## src/rtl/card_tran_processor.sv

```systemverilog
// Card-side payment responder: per-card credit table, timed charge authorization
// with one-cycle VALID_TRAN / DECLINED result pulses, and saturating credit top-ups.
module card_tran_processor #(
    parameter int NUM_CARDS   = 16,
    parameter int ID_W        = 4,
    parameter int BAL_W       = 8,
    parameter int INIT_BAL    = 10,
    parameter int AUTH_CYCLES = 2
) (
    input  logic             CLK,
    input  logic             RESET,
    input  logic             CARD_IN,
    input  logic [ID_W-1:0]  CARD_ID,
    input  logic             CHARGE_REQ,
    input  logic [2:0]       COST,
    input  logic             TOPUP,
    input  logic [ID_W-1:0]  TOPUP_ID,
    input  logic [BAL_W-1:0] TOPUP_AMT,
    output logic             VALID_TRAN,
    output logic             DECLINED,
    output logic             BUSY,
    output logic [BAL_W-1:0] BALANCE
);

    typedef enum logic [2:0] {
        IDLE,
        WAIT_REQ,
        AUTH,
        RESULT,
        WAIT_REMOVE
    } state_t;

    state_t           state;
    logic [ID_W-1:0]  card_id_q;
    logic [2:0]       cost_q;
    logic [2:0]       cnt_q;
    logic             valid_tran_q;
    logic             declined_q;
    logic [BAL_W-1:0] bal_tab [NUM_CARDS];

    logic [BAL_W-1:0] cur_bal;
    logic [BAL_W-1:0] cost_ext;
    logic             auth_ok;

    function automatic logic in_range(input logic [ID_W-1:0] id);
        return 32'(id) < 32'(NUM_CARDS);
    endfunction

    function automatic logic [BAL_W-1:0] sat_add(input logic [BAL_W-1:0] a,
                                                 input logic [BAL_W-1:0] b);
        logic [BAL_W:0] sum;
        sum = {1'b0, a} + {1'b0, b};
        return sum[BAL_W] ? {BAL_W{1'b1}} : sum[BAL_W-1:0];
    endfunction

    // Unknown cards read as an empty balance so only free items are granted.
    always_comb begin
        cur_bal = '0;
        if (in_range(card_id_q)) begin
            cur_bal = bal_tab[card_id_q];
        end
    end

    assign cost_ext   = BAL_W'(cost_q);
    assign auth_ok    = (cur_bal >= cost_ext);

    assign VALID_TRAN = valid_tran_q;
    assign DECLINED   = declined_q;
    assign BUSY       = (state != IDLE);
    assign BALANCE    = (state == IDLE) ? '0 : cur_bal;

    always_ff @(posedge CLK or negedge RESET) begin
        if (!RESET) begin
            state        <= IDLE;
            card_id_q    <= '0;
            cost_q       <= '0;
            cnt_q        <= '0;
            valid_tran_q <= 1'b0;
            declined_q   <= 1'b0;
            for (int i = 0; i < NUM_CARDS; i++) begin
                bal_tab[i] <= BAL_W'(INIT_BAL);
            end
        end else begin
            valid_tran_q <= 1'b0;
            declined_q   <= 1'b0;
            case (state)
                IDLE: begin
                    if (CARD_IN) begin
                        state     <= WAIT_REQ;
                        card_id_q <= CARD_ID;
                    end else if (TOPUP && in_range(TOPUP_ID)) begin
                        bal_tab[TOPUP_ID] <= sat_add(bal_tab[TOPUP_ID], TOPUP_AMT);
                    end
                end
                WAIT_REQ: begin
                    if (!CARD_IN) begin
                        state <= IDLE;
                    end else if (CHARGE_REQ) begin
                        state  <= AUTH;
                        cost_q <= COST;
                        cnt_q  <= 3'(AUTH_CYCLES - 1);
                    end
                end
                AUTH: begin
                    if (!CARD_IN) begin
                        state <= IDLE;
                    end else if (cnt_q == '0) begin
                        // Decision is registered here so the pulse is high during RESULT.
                        state        <= RESULT;
                        valid_tran_q <= auth_ok;
                        declined_q   <= !auth_ok;
                    end else begin
                        cnt_q <= cnt_q - 3'd1;
                    end
                end
                RESULT: begin
                    state <= WAIT_REMOVE;
                    if (valid_tran_q && in_range(card_id_q)) begin
                        bal_tab[card_id_q] <= cur_bal - cost_ext;
                    end
                end
                WAIT_REMOVE: begin
                    if (!CARD_IN) begin
                        state <= IDLE;
                    end
                end
                default: state <= IDLE;
            endcase
        end
    end

endmodule

```

## config.mk

```make
export PLATFORM = sky130hd
export DESIGN_NAME = card_tran_processor
export DESIGN_NICKNAME = d
export VERILOG_FILES = /design/src/rtl/card_tran_processor.sv
export SDC_FILE = /design/constraint.sdc
export NUM_CORES = 1
export LEC_CHECK = 0
export ABC_AREA = 0
export ABC_CLOCK_PERIOD_IN_PS = 8200
export CAP_MARGIN = 20
export CORE_ASPECT_RATIO = 0.75
export CORE_MARGIN = 2
export CORE_UTILIZATION = 67
export DETAILED_ROUTE_END_ITERATION = 10
export PLACE_DENSITY = 0.94
export SYNTH_ARGS = -nofsm -noshare
export SYNTH_HDL_FRONTEND = slang
export SYNTH_SLANG_ARGS = --single-unit
```

## constraint.sdc

```tcl
create_clock -name CLK -period 8.2 [get_ports CLK]
set_input_delay 1.64 -clock CLK [delete_from_list [all_inputs] [get_ports CLK]]
set_output_delay 1.64 -clock CLK [all_outputs]
set_load 0.1 [all_outputs]
```

==> flow_metrics.env <==
export IMPL_setup_tns_ps=0
export IMPL_grt_max_degree=81
export IMPL_nNetsFinal=880
export IMPL_drv_cap=0
export IMPL_vias_per_cell=8.15
export IMPL_start_util=0.689
export IMPL_worst_r2r_cell_count=10
export IMPL_cts_resized_gates=0
export IMPL_critPathLaunchType="primary input"
export IMPL_cts_max_level=4
export IMPL_max_slew_worst_pin_slew_ps=1120
export IMPL_rsz0062_at_grt="no"
export IMPL_antenna_found_initial=0
export IMPL_port_buffer_count=34
export IMPL_crit_chain="clkdlybuf4s50_1 > buf_4 > mux4_2 > mux4_2 > ha_1 > fa_1 > a21oi_1 > o21ai_0 > a221o_1 > nor2_1 > buf_6 > o22ai_1 > a22o_1"
export IMPL_final_common_cell="nand2_1"
export IMPL_p_switching_mw=1.62
export IMPL_syn_area_per_cell_um2=10.8
export IMPL_critical_path_top_delay_family="buffers and inverters"
export IMPL_critPathArrivalTime_ps=6300
export IMPL_drc=0
export IMPL_hold_viol=0
export IMPL_maxSlewViolCount=0
export IMPL_syn_area_um2=8970
export IMPL_required_ps=8520
export IMPL_drive_gt1_frac=0.198
export IMPL_area_sequential_um2=3620
export IMPL_path_class="primary input to flop"
export IMPL_synthArstFlopShare=1.00
export IMPL_yosysSeqAreaShare=0.403
export IMPL_internal_power_mw=2.12
export IMPL_max_freq_mhz=167
export IMPL_gp_congestion=1.10
export IMPL_status="completed"
export IMPL_ys_flop_type="dfrtp_1"
export IMPL_wirelength_um=30400
export IMPL_vias=8357
export IMPL_first_pass_iters=8
export IMPL_grt_pass1_vias=8143
export IMPL_reg2reg_to="bal_tab[31]"
export IMPL_period_share=0.729
export IMPL_insertion_delay_ps=440
export IMPL_numCtsBuffers=17
export IMPL_r2r_start="card_id_q[0]"
export IMPL_area_delta_synth_final_pct=11.3
export IMPL_cts_tree="built"
export IMPL_synth_edf_count=0
export IMPL_p_sw_frac=0.434
export IMPL_netlist_instances=828
export IMPL_p_clk_frac=0.202
export IMPL_die_area_um2=14300
export IMPL_grt_pass1_wl_um=47100
export IMPL_cts_root_buf="clkbuf_16"
export IMPL_ios=35
export IMPL_cpMostUsedCell="mux4_2"
export IMPL_leakagePower_nw=3.88
export IMPL_die_h_um=104
export IMPL_worst_path_max_fanout=11
export IMPL_diodes=0
export IMPL_end_kind="flop"
export IMPL_holdPathEnd="bal_tab[33]"
export IMPL_clock_sinks=143
export IMPL_hpwl_um=20600
export IMPL_postCtsSetupBuffers=0
export IMPL_synth_seq_cells=143
export IMPL_antenna_left=0
export IMPL_min_from="bal_tab[33]"
export IMPL_pwr_share_seq=0.324
export IMPL_cts_hold_fix_buffers=0
export IMPL_slew_headroom=0.254
export IMPL_final_cell_mix="nand2_1, dfrtp_1, mux4_2"
export IMPL_power_density_nw_per_um2=375
export IMPL_crit_path_top_delay_cell="clkdlybuf4s50_1"
export IMPL_placementRows=36
export IMPL_gr_total_overflow=0
export IMPL_yosysWarnings=0
export IMPL_die_w_um=138
export IMPL_path_buf_inv=3
export IMPL_hold_path_class="flop to flop"
export IMPL_max_vdd_ir_drop_mv=0.340
export IMPL_clockBufferDepth=2
export IMPL_pwr_share_comb=0.475
export IMPL_dp_cells=989
export IMPL_grt_util_all_layers=0.448
export IMPL_min_period_ps=5980
export IMPL_cpPeakStageDelay_ps=800
export IMPL_ys_types=51
export IMPL_stdcell_count=1025
export IMPL_n_fill_cell=794
export IMPL_initialDrtViolationCount=1448
export IMPL_finalClockSkew_ps=10.1
export IMPL_synth_fp_nets=867
export IMPL_core_area_um2=13000
export IMPL_whs_path_depth=2
export IMPL_routedWlPerCell_um=29.7
export IMPL_setup_violations=0
export IMPL_clk_pin_slew_ps=60
export IMPL_reg2reg_slack_ps=3390
export IMPL_multi_input_area_um2=5080
[final cells by class]
cell class	instances	area share
clock inverters	7	0.00877
inverters	8	0.00301
well taps	171	0.0214
repair buffers	50	0.0489
clock buffers	25	0.0466
flip-flops and latches	143	0.363
multi-input cells	621	0.509
[flip-flops by register name, indices dropped and copies added (netlist names)]
register and flops:
cnt_q 3, cost_q 3, DECLINED 1, state 3, bal_tab 128, VALID_TRAN 1, card_id_q 4
[worst max path at each step]
stage / startpoint / end / slack (ps) / cells past startpoint
global placement: TOPUP_ID[0] / bal_tab[92] / 1680 / 11
floorplan: TOPUP_ID[0] / bal_tab[12] / 2710 / 12
finish: TOPUP_ID[1] / bal_tab[12] / 2220 / 13
detailed placement: TOPUP_ID[0] / bal_tab[88] / 1560 / 11
global route: TOPUP_ID[0] / bal_tab[12] / 1970 / 12
CTS: TOPUP_ID[0] / bal_tab[104] / 1980 / 11
[cells in the mapped netlist (10+ instances only)]
| cell | n | area, µm² |
|---|---|---|
| a21oi_1 | 11 | 55.1 |
| o21ai_0 | 41 | 205 |
| dfstp_2 | 32 | 841 |
| nor3_1 | 12 | 60.1 |
| a22oi_1 | 32 | 240 |
| nand2b_1 | 10 | 62.6 |
| nor2_1 | 46 | 173 |
| mux4_2 | 74 | 1670 |
| a22o_1 | 33 | 289 |
| clkbuf_1 | 36 | 135 |
| o21ai_1 | 20 | 100 |
| o22ai_1 | 32 | 200 |
| buf_1 | 10 | 37.5 |
| o221ai_1 | 60 | 526 |
| nand3_1 | 14 | 70.1 |
| ha_1 | 13 | 163 |
| dfrtp_1 | 111 | 2780 |
| nand2_1 | 147 | 552 |
| mux2i_1 | 11 | 110 |
[per-layer routing]
layer	vias up	global-route usage	routed length [µm]
met2	881	0.626	12800
met4	0	0.196	1730
met3	218	0.188	5260
li1	3272	-	-
met5	-	0	0
met1	3986	0.618	10600
[kinds of logic (layout without fill, tap and decap cells)]
family / Yosys count / in the layout / share of synthesized area
simple gates: 258 / 258 / 0.124
flops: 143 / 143 / 0.403
mux: 92 / 92 / 0.207
compound gates: 245 / 245 / 0.199
fa+ha+maj: 15 / 15 / 0.0226
buf+inv: 64 / 90 / 0.0312
xor+xnor: 11 / 11 / 0.0124
[through the flow]
step | worst slack, ps | hold WS, ps | total power, mW | instance area, µm² | utilization
2_1_floorplan | 2710 | 450 | 2.39 | 8970 | -
3_3_place_gp | 1680 | 465 | 2.77 | 9360 | 0.719
3_5_place_dp | 1560 | 483 | 2.86 | 9370 | 0.720
4_1_cts | 1980 | 495 | 3.63 | 9920 | 0.762
5_1_grt | 1970 | 513 | 3.89 | 9980 | 0.767
6_report | 2220 | 497 | 3.74 | 9980 | 0.767
[power by group through the flow]
stage	registers, mW	clock network, mW	logic [mW]
2_1_floorplan	1.10	0	1.29
3_3_place_gp	1.19	0	1.58
3_5_place_dp	1.21	0	1.64
4_1_cts	1.21	0.748	1.67
5_1_grt	1.24	0.783	1.87
6_report	1.21	0.755	1.78
[worst min-delay path: stages, from the launching register on]
cell and delay (ps):
dfstp_2 380, nand2_1 50, o21ai_0 60
Note: power is estimated with default switching activity, not from simulation.
